===== src/rtl/proc_pkg.sv =====
// Shared constants for the processor pipeline: stage-register state encodings
// and the default datapath width.
package proc_pkg;

  localparam int XLEN = 32;

  typedef logic [1:0] pipe_state_t;

  localparam pipe_state_t PIPE_ST_EMPTY = 2'b00;
  localparam pipe_state_t PIPE_ST_BUSY  = 2'b01;
  localparam pipe_state_t PIPE_ST_FULL  = 2'b10;

endpackage


===== src/rtl/proc_pipe_ctrl.sv =====
// Handshake controller for the 2-entry skid-buffer pipeline register.
// o_valid/o_ready are flops, so no combinational path crosses the stage.
module proc_pipe_ctrl
  import proc_pkg::*;
(
  input  logic clk,
  input  logic rst,
  input  logic i_flush,
  input  logic i_valid,
  input  logic i_ready,
  output logic o_valid,
  output logic o_ready,
  output logic load_main,
  output logic sel_skid,
  output logic load_skid
);

  pipe_state_t state_q;
  pipe_state_t state_next;
  logic        valid_q;
  logic        ready_q;
  logic        up_xfer;
  logic        dn_xfer;

  assign up_xfer = i_valid && ready_q;
  assign dn_xfer = valid_q && i_ready;

  always_comb begin
    state_next = state_q;
    load_main  = 1'b0;
    sel_skid   = 1'b0;
    load_skid  = 1'b0;
    case (state_q)
      PIPE_ST_EMPTY: begin
        if (up_xfer) begin
          load_main  = 1'b1;
          state_next = PIPE_ST_BUSY;
        end
      end
      PIPE_ST_BUSY: begin
        if (up_xfer && dn_xfer) begin
          load_main = 1'b1;
        end else if (up_xfer) begin
          load_skid  = 1'b1;
          state_next = PIPE_ST_FULL;
        end else if (dn_xfer) begin
          state_next = PIPE_ST_EMPTY;
        end
      end
      PIPE_ST_FULL: begin
        if (dn_xfer) begin
          load_main  = 1'b1;
          sel_skid   = 1'b1;
          state_next = PIPE_ST_BUSY;
        end
      end
      default: state_next = PIPE_ST_EMPTY;
    endcase
    // Squash wins over any same-cycle transfer; payload registers keep their contents.
    if (i_flush) begin
      state_next = PIPE_ST_EMPTY;
      load_main  = 1'b0;
      sel_skid   = 1'b0;
      load_skid  = 1'b0;
    end
  end

  always_ff @(posedge clk) begin
    if (rst) begin
      state_q <= PIPE_ST_EMPTY;
      valid_q <= 1'b0;
      ready_q <= 1'b1;
    end else begin
      state_q <= state_next;
      valid_q <= (state_next != PIPE_ST_EMPTY);
      ready_q <= (state_next != PIPE_ST_FULL);
    end
  end

  assign o_valid = valid_q;
  assign o_ready = ready_q;

endmodule


===== src/rtl/proc_pipe_reg.sv =====
// Valid/ready pipeline-stage register with skid buffer and synchronous flush.
// Define PROC_PIPE_REG_STATS_EN to build the saturating stall-cycle counter.
module proc_pipe_reg
  import proc_pkg::*;
#(
  parameter int                    DATA_WIDTH = XLEN,
  parameter logic [DATA_WIDTH-1:0] RST_DATA   = {DATA_WIDTH{1'b0}},
  parameter int                    CNT_WIDTH  = 16
) (
  input  logic                  clk,
  input  logic                  rst,
  input  logic                  i_flush,
  input  logic                  i_valid,
  output logic                  o_ready,
  input  logic [DATA_WIDTH-1:0] i_data,
  output logic                  o_valid,
  input  logic                  i_ready,
  output logic [DATA_WIDTH-1:0] o_data,
  output logic [CNT_WIDTH-1:0]  o_stall_cnt
);

  logic                  load_main;
  logic                  sel_skid;
  logic                  load_skid;
  logic [DATA_WIDTH-1:0] main_q;
  logic [DATA_WIDTH-1:0] skid_q;
  logic [DATA_WIDTH-1:0] main_next;

  proc_pipe_ctrl u_ctrl (
    .clk       (clk),
    .rst       (rst),
    .i_flush   (i_flush),
    .i_valid   (i_valid),
    .i_ready   (i_ready),
    .o_valid   (o_valid),
    .o_ready   (o_ready),
    .load_main (load_main),
    .sel_skid  (sel_skid),
    .load_skid (load_skid)
  );

  assign main_next = sel_skid ? skid_q : i_data;

  always_ff @(posedge clk) begin
    if (rst) begin
      main_q <= RST_DATA;
      skid_q <= RST_DATA;
    end else begin
      if (load_main) main_q <= main_next;
      if (load_skid) skid_q <= i_data;
    end
  end

  assign o_data = main_q;

`ifdef PROC_PIPE_REG_STATS_EN
  logic [CNT_WIDTH-1:0] stall_cnt_q;

  always_ff @(posedge clk) begin
    if (rst) begin
      stall_cnt_q <= '0;
    end else if (o_valid && !i_ready && (stall_cnt_q != {CNT_WIDTH{1'b1}})) begin
      stall_cnt_q <= stall_cnt_q + 1'b1;
    end
  end

  assign o_stall_cnt = stall_cnt_q;
`else
  assign o_stall_cnt = '0;
`endif

endmodule


===== config.mk =====
export PLATFORM = sky130hd
export DESIGN_NAME = proc_pipe_reg
export DESIGN_NICKNAME = d
export VERILOG_FILES = /design/src/rtl/proc_pkg.sv /design/src/rtl/proc_pipe_ctrl.sv /design/src/rtl/proc_pipe_reg.sv
export SDC_FILE = /design/constraint.sdc
export NUM_CORES = 1
export LEC_CHECK = 0
export ABC_AREA = 1
export BUFFER_PORTS_ARGS = -buffer_cell sky130_fd_sc_hd__buf_2
export CORE_ASPECT_RATIO = 0.9
export CORE_MARGIN = 8
export CORE_UTILIZATION = 50
export CTS_CLUSTER_SIZE = 14
export DETAILED_ROUTE_END_ITERATION = 7
export GPL_TIMING_DRIVEN = 0
export PLACE_DENSITY = 0.82
export RECOVER_POWER = 50
export SLEW_MARGIN = 15
export SYNTH_ARGS = -nofsm -noshare
export SYNTH_HDL_FRONTEND = slang
export SYNTH_SLANG_ARGS = --single-unit

===== constraint.sdc =====
create_clock -name clk -period 1.6 [get_ports clk]
set_input_delay 0.24 -clock clk [delete_from_list [all_inputs] [get_ports clk]]
set_output_delay 0.24 -clock clk [all_outputs]
set_load 0.02 [all_outputs]

* After elaboration in Yosys (flattened, before gate mapping)
Cells that the tools add are included.
Storage, ports and cells: flip-flop bits (word level) 68, output and inout bits 50
Operators by class: mux-type cells 18, equal/unequal tests 3, reductions and logical operators 5
Operators with widths (count):
- $mux 32 | 1
- $mux 2 | 6
- $mux 1 | 9
- $pmux 2 s3 | 1
- $logic_and 1x1->1 | 3
- $pmux 1 s3 | 1
- $eq 2x1->1 const B | 1
- $eq 2x2->1 const B | 1
- $logic_not 2->1 | 1
- $ne 2x2->1 const B | 1
- $reduce_bool 2->1 | 1

* Depth between registers and ports, before layout
Gate-level depths: netlist (run 1).
word-level depth 7, depth in mapped cells 9, gate-level depth less buffers 8

* By module
From an unflattened synthesis (run 1), not the netlist that was laid out.
Second synthesis, totals: cells, all modules 463, area, all modules 3251.9 µm²
Modules (own cells, without submodules):
- proc_pipe_reg | cells an instance 431, area each 3057.9 µm², seq. area each 1281.2 µm², times used 1
- proc_pipe_ctrl | cells an instance 32, area each 193.9 µm², seq. area each 80.1 µm², times used 1

* Worst setup path after synthesis (run 1)
No wires, ideal clock.
path kind register -> register, from register u_ctrl.valid_q (netlist: u_ctrl.o_valid), to register main_q[0] (netlist: o_data[0]), library setup time 111 ps, arrival time 1259 ps, slack 230 ps, cell stages (with the launch flop) 9, required time 1489 ps, path buffers 1, clock period less this slack 1370 ps, path through dfxtp_1 -> nand2_1 -> nand2_1 -> inv_1 -> nor2_4 -> buf_2 -> nand3_1 -> nor2_1 -> nor2_1
On the way: longest elaborated chain between the ends 5
Ends and longest elaborated chain:
- start: declaration | line proc_pipe_ctrl.sv:20 | logic valid_q;
- start signal: assignment | line proc_pipe_ctrl.sv:75 | valid_q <= (state_next != PIPE_ST_EMPTY);
- $logic_and 1x1->1 (*) | line proc_pipe_ctrl.sv:26 | assign dn_xfer = valid_q && i_ready;
- $logic_and 1x1->1 / $mux 1 (equally long branches) | line proc_pipe_ctrl.sv:41, proc_pipe_ctrl.sv:51
- $mux 1, on equally long branches | line proc_pipe_ctrl.sv:41, proc_pipe_ctrl.sv:33
- $pmux 1 s3 / $mux 1 (equally long branches) | line proc_pipe_ctrl.sv:33, proc_pipe_ctrl.sv:60
- $mux 1 / $mux 32 (equally long branches) | line proc_pipe_ctrl.sv:60, proc_pipe_reg.sv:42
- end signal: assignment | line proc_pipe_reg.sv:49 | if (load_main) main_q <= main_next;
- end: declaration | line proc_pipe_reg.sv:25 | logic [DATA_WIDTH-1:0] main_q;
Mark *: on every way between the ends. The rest lies on a longest branch, timed or not. A chain may end at the register's enable or synchronous reset.

* Worst setup path in the final report (run 1)
from register u_ctrl.valid_q (netlist: u_ctrl.o_valid), to register main_q[20] (netlist: o_data[20])
Same word-level chain as after synthesis.

==> metrics, run 1 <==
status finished clean; Peak VDD IR 0.467 mV; HPWL after DPL 6020 µm; hold_ws 0.162 ns; sequential share of the synthesized area 40.8%; crit path kind flip-flop to flip-flop; Die H 93.5 µm; Req. time, crit path 1.83 ns; nets@finish 660; GP Congestion 0.821; Final setup viols 0; layout cells sized above 1 15.1%; largest net degree at the start of global routing 11; clock group share of total power 35.0%; Yosys top cell area share 40.8%; RSZ-0062 raised after global routing yes; combinational family with the most area after synthesis simple AND/OR/NAND/NOR gates; Crit Path Max Fanout 10; mux share of post-synthesis cell area 0%; sequential power share 48.6%; area of the die 9550 µm²; antenna viol nets, final 0; Mapped Avg Cell Area 6.33 µm²; P_sw 1.06 mW; P_int 2.69 mW; Worst Skew 0.00512 ns; Skew-Pair Late Insertion Delay 0.33 ns; grt total ovfl 0; Net Sw Frac 28.2%; CTS Buf Count 9; final worst path period share 92.8%; worst stage delay on the critical path 0.33 ns; Pleak 1.93 nW; num rows 28; Post-CTS Setup Inserts 0; Compound-Gate Fraction of Synth Area 5.47%; Synth Instances 527; Post-Synth XOR/XNOR Area 0.262%; Vias 3263; Ys Warns 0; post-cts resize count 0; Fmax achieved 673 MHz; GRT Total Usage 17.9%; vias in the first global route 3196; PnR Total Power 3.74 mW; simple-gate area share of the yosys netlist 36.5%; CTS H-tree lvls 3; Comb power frac 16.4%; cells along the critical path nand2_1 > nand2_1 > inv_1 > nor2_4 > buf_2 > nand3_1 > nor2_1 > nor2_1; most frequent cells in the layout nor2_1 (163), nand2_1 (100), inv_1 (72), dfxtp_1 (68), buf_2 (50); Via density 4.54; antenna cells 0; largest cells by area after synthesis dfxtp_1 (41%), nor2_1 (18%), nand2_1 (11%); final instance area 4000 µm²; area delta synth->final 19.9%; Die X-Extent 102 µm; Pwr Density 936 nW/µm²; post-synth top area cell dfxtp_1; most common library cell in the layout ignoring fill and taps nor2_1; drt pass-1 iters 4; Synth cell types 20; Register Area 1360 µm²; initial antenna violation count 0; Worst path slowest cell dfxtp_1; register bit count reported by yosys 68; CTS tree yes; initial core utilization 51.2%; pre-CTS setup slack 0.0505 ns; DRT Wirelength 8250 µm; fin. max-slew vios 0; Synth Cell Area 3340 µm²; Multi-input gate area 1470 µm²; Tmin final 1.49 ns; DRT iter0 DRCs 158; PortBufs 70; Top Ports 87; Residual DRC 0; Root Buffer clkbuf_8; Post-Synth Adder-Cell Area 0%; CTS Hold Bufs 0; Filler Cells Inserted 684; first-pass GRT wire length 13900 µm; max-cap violation count 0; crit start category flip-flop; CTS clk-pin slew, worst paths 0.07 ns; HP Class primary input to flip-flop; core box area 6520 µm²; WL/cell 11.5 µm; Post-DP Area 3860 µm²; setup slack after layout 0.115 ns; CP Capture Type flip-flop; Max clock buf depth 2; Fin. Hold Viols 0; Arr. time, crit path 1.71 ns; Core Util, Final 61.4%; TritonCTS Sinks 68
flip-flops by register name, indices dropped and copies added (netlist names):
name	cells
u_ctrl.state_q	2
skid_q	32
u_ctrl.o_valid	1
u_ctrl.o_ready	1
o_data	32
area by class of cell:
class	instances	share of cell area, %
Timing Repair Buffer	70	7.72
Clock inverter	1	0.125
Clock buffer	15	4.41
Buffer	44	7.29
Multi-Input combinational cell	357	36.8
Sequential cell	68	34.0
Inverter	73	6.85
Tap cell	90	2.81
synthesized netlist by cell type:
| library cell | number |
|---|---|
| a21oi_1 | 1 |
| buf_2 | 14 |
| buf_4 | 16 |
| buf_6 | 6 |
| clkbuf_1 | 8 |
| conb_1 | 1 |
| dfxtp_1 | 68 |
| inv_1 | 71 |
| inv_2 | 2 |
| nand2_1 | 100 |
| nand2_2 | 3 |
| nand2_4 | 1 |
| nand3_1 | 34 |
| nand3_2 | 1 |
| nor2_1 | 163 |
| nor2_4 | 2 |
| o211ai_1 | 1 |
| o21ai_0 | 14 |
| o21ai_1 | 20 |
| xnor2_1 | 1 |
worst paths after layout:
check	startpoint	end	slack, ns	depth (start not counted)
hold / removal	i_data[3]	skid_q[3]	0.16	3
setup / recovery	u_ctrl.o_valid	o_data[20]	0.11	8
hold reg to reg	skid_q[12]	skid_q[12]	0.49	2
setup reg to reg	u_ctrl.o_valid	o_data[20]	0.11	8
power by group through the flow:
stage | sequential, mW | combinational, mW | clock (mW)
detailed placement | 1.86 | 0.627 | 0
floorplan | 1.93 | 0.363 | 0
CTS | 1.82 | 0.631 | 1.32
global placement | 1.85 | 0.615 | 0
global route | 1.83 | 0.696 | 1.40
finish | 1.82 | 0.615 | 1.31
routing by layer:
layer | GRT usage (%) | part of all wire [%] | vias to the layer above
li1 | - | - | 1727
met1 | 20.3 | 44 | 1427
met2 | 31.8 | 49 | 97
met3 | 3.86 | 6.2 | 12
met4 | 6.96 | 1.5 | 0
met5 | 0 | 0 | -
critical path: cells and delay by family (launching register included):
family	cells	cell delay [ns]
AND/OR/NAND/NOR	6	0.71
flip-flops	1	0.33
buffers and inverters	2	0.36
kinds of logic (layout without fill, tap and decap cells):
family / count (synthesis) / count (layout)
buffers and inverters: 117 / 203
other: 1 / 16
DFF: 68 / 68
xor gates and xnor gates: 1 / 1
and+or+nand+nor: 304 / 304
AOI/OAI and AO/OA: 36 / 36
through the flow:
step / TNS (ns) / instances
finish: 0 / 718
detailed placement: 0 / 702
global placement: 0 / 702
global route: -0.0120 / 718
floorplan: 0 / 542
CTS: 0 / 718
No activity file was read; power rests on OpenSTA's default activity.
==> inputs of run 2 (changes only) <==
--- a/config.mk
+++ b/config.mk
@@ -12,10 +12,10 @@
 export CORE_UTILIZATION = 50
 export CTS_CLUSTER_SIZE = 14
 export DETAILED_ROUTE_END_ITERATION = 7
-export GPL_TIMING_DRIVEN = 0
 export PLACE_DENSITY = 0.82
 export RECOVER_POWER = 50
 export SLEW_MARGIN = 15
 export SYNTH_ARGS = -nofsm -noshare
 export SYNTH_HDL_FRONTEND = slang
+export SYNTH_HIERARCHICAL = 1
 export SYNTH_SLANG_ARGS = --single-unit
==> run 2 against run 1 <==
Via count decreased by 13%. Total power decreased by 5.1%. Clock power is 6% lower. Sequential power barely moved. Utilization decreased by 4.9 points. Sequential share of layout area rose by 3.4 points. Synthesized cell count down 12%. Worst hold slack lost 0.0029 ns. Combinational power is 16% lower. Critical endpoint is now o_data[19]. Largest cell class unchanged. Largest power group unchanged.
==> metrics, run 2 <==
status finished clean (unchanged); Top FF cell, synth dfxtp_1 (unchanged); initial core utilization 50.4% (was 51.2%); Pwr Density 976 nW/µm² (was 936 nW/µm²); post-synth top area cell dfxtp_1 (unchanged); GRT Total Usage 15.8% (was 17.9%); largest net degree at the start of global routing 67 (was 11); crit start category flip-flop (unchanged); Pleak 1.71 nW (was 1.93 nW); Die H 92.5 µm (was 93.5 µm); register bit count reported by yosys 68 (unchanged); drt pass-1 iters 4 (unchanged); TritonCTS Sinks 68 (unchanged); CTS H-tree lvls 3 (unchanged); Final setup viols 0 (unchanged); most frequent cells in the layout nand2_1 (173), dfxtp_1 (68), nor2_2 (42), inv_1 (38) (was nor2_1 (163), nand2_1 (100), inv_1 (72), dfxtp_1 (68), buf_2 (50)); area delta synth->final 12.0% (was 19.9%); Synth cell types 18 (was 20); fin. max-slew vios 0 (unchanged); DRT iter0 DRCs 165 (was 158); grt total ovfl 0 (unchanged); Worst Setup EP o_data[19] (was o_data[20]); Fmax achieved 708 MHz (was 673 MHz); GP Congestion 0.809 (was 0.821); Die X-Extent 101 µm (was 102 µm); Via density 4.60 (was 4.54); worst reg2reg setup slack 0.19 ns (was 0.11 ns); Final TNS setup 0 ns (unchanged); EDFF count, synth 0 (unchanged); area of the die 9340 µm² (was 9550 µm²); final worst path period share 88.3% (was 92.8%); Fin. Hold Viols 0 (unchanged); Synth Instances 463 (was 527); nets@finish 561 (was 660); Arr. time, crit path 1.66 ns (was 1.71 ns); Synth Cell Area 3250 µm² (was 3340 µm²); WL/cell 11.6 µm (was 11.5 µm); vias in the first global route 2666 (was 3196); CP Capture Type flip-flop (unchanged); HPWL after DPL 5080 µm (was 6020 µm); Post-DP Area 3520 µm² (was 3860 µm²); antenna cells 0 (unchanged); Crit Path Max Fanout 26 (was 10); largest cells by area after synthesis dfxtp_1 (42%), nand2_1 (20%), nor2_2 (7.9%) (was dfxtp_1 (41%), nor2_1 (18%), nand2_1 (11%)); antenna viol nets, final 0 (unchanged); Mapped Avg Cell Area 7.02 µm² (was 6.33 µm²); Yosys top cell area share 41.9% (was 40.8%); Top Ports 87 (unchanged); Worst Skew 0.00478 ns (was 0.00512 ns); max-cap violation count 0 (unchanged); sequential share of the synthesized area 41.9% (was 40.8%); Vias 2844 (was 3263); Tmin final 1.41 ns (was 1.49 ns); HP Class primary input to flip-flop (unchanged); Peak VDD IR 0.656 mV (was 0.467 mV); most common library cell in the layout ignoring fill and taps nand2_1 (was nor2_1); R2R cell count 10 (was 8); hold_ws 0.159 ns (was 0.162 ns); Max clock buf depth 2 (unchanged); CTS Hold Bufs 0 (unchanged); Critical Path Start u_ctrl/state_q[1] (was u_ctrl.o_valid); R2R Path Start u_ctrl/state_q[1] (was u_ctrl.o_valid); most common cell in the synthesized netlist nand2_1 (was nor2_1); RSZ-0062 raised after global routing no (was yes); initial antenna violation count 0 (unchanged); CTS tree yes (unchanged); crit path kind flip-flop to flip-flop (unchanged); CTS clk-pin slew, worst paths 0.07 ns (about the same); num rows 28 (unchanged); DRT Wirelength 7180 µm (was 8250 µm); Post-synth ARST share 0% (unchanged); CTS Buf Count 9 (unchanged); Skew-Pair Late Insertion Delay 0.34 ns (was 0.33 ns); Req. time, crit path 1.84 ns (was 1.83 ns); Ys Warns 6 (was 0); r2r endpoint o_data[19] (was o_data[20]); core box area 6450 µm² (was 6520 µm²); Root Buffer clkbuf_8 (unchanged); layout cells sized above 1 19.7% (was 15.1%); first-pass GRT wire length 11900 µm (was 13900 µm); Post-synth top cells nand2_1 (172), dfxtp_1 (68), nor2_2 (41) (was nor2_1 (163), nand2_1 (100), inv_1 (71)); Residual DRC 0 (unchanged); final instance area 3640 µm² (was 4000 µm²); PortBufs 70 (unchanged); Filler Cells Inserted 660 (was 684); Core Util, Final 56.5% (was 61.4%)
-- run 2: worst min path at each step --
stage / from / endpoint / slack, ns / depth (start not counted)
after floorplan: rst / u_ctrl/o_ready / 0.37 / 2
after global placement: skid_q[31] / skid_q[31] / 0.45 / 2
after detailed placement: skid_q[11] / skid_q[11] / 0.45 / 2
after CTS: i_data[17] / skid_q[17] / 0.13 / 3
after global routing: i_data[5] / skid_q[5] / 0.15 / 3
final: i_data[17] / skid_q[17] / 0.16 / 3
-- run 2: power by group --
group,switching [mW],internal (mW)
Sequential,0.0412,1.77
Clock,0.593,0.634
Combinational,0.342,0.176
Total,0.976,2.58
-- run 2: logic make-up (layout without fill, tap and decap cells) --
family | count (synthesis) | count (layout) | synth area share [%]
DFF | 68 | 68 | 41.9
other | 1 | 16 | 0.115
buffers and inverters | 85 | 135 | 16.5
AOI/OAI and AO/OA | 34 | 34 | 5.23
and+or+nand+nor | 275 | 275 | 36.2
-- run 2: final cells by class --
| cell class | instances | area, µm² | share of cell area [%] |
|---|---|---|---|
| clock inverter | 2 | 10.0 | 0.275 |
| tap | 90 | 113 | 3.09 |
| clock buffer | 13 | 159 | 4.36 |
| inverter | 41 | 159 | 4.36 |
| multi-input combinational | 325 | 1410 | 38.8 |
| sequential | 68 | 1360 | 37.4 |
| timing repair buffer | 79 | 425 | 11.7 |
-- run 2: what timing repair did --
action / in CTS / in global routing
setup buffers: 0 / 0
resized for setup: 0 / 1
endpoints found under the setup margin: 0 / 32
-- run 2: per-stage QoR --
step	setup slack [ns]	total power, mW	std cells
after global routing	0.0264	3.74	618
after detailed placement	0.00390	2.38	603
after global placement	0.0808	2.37	603
after CTS	0.00605	3.63	618
after floorplan	0.220	2.26	478
final	0.187	3.55	618
-- run 2: routing by layer --
layer	vias up	track usage [%]	wire length (µm)
met4	0	4.83	65
li1	1485	-	-
met3	6	7.35	692
met5	-	0	0
met2	104	26.2	3420
met1	1249	17.6	3000
-- run 2: critical path: stages (launching register included) --
cell and delay, ns:
dfxtp_1 0.33, inv_1 0.07, nor2_2 0.09, nand2_1 0.08, nand2_1 0.07, nand2_1 0.08
inv_2 0.16, buf_12 0.21, nand3_1 0.09, nand2_1 0.07, inv_1 0.04
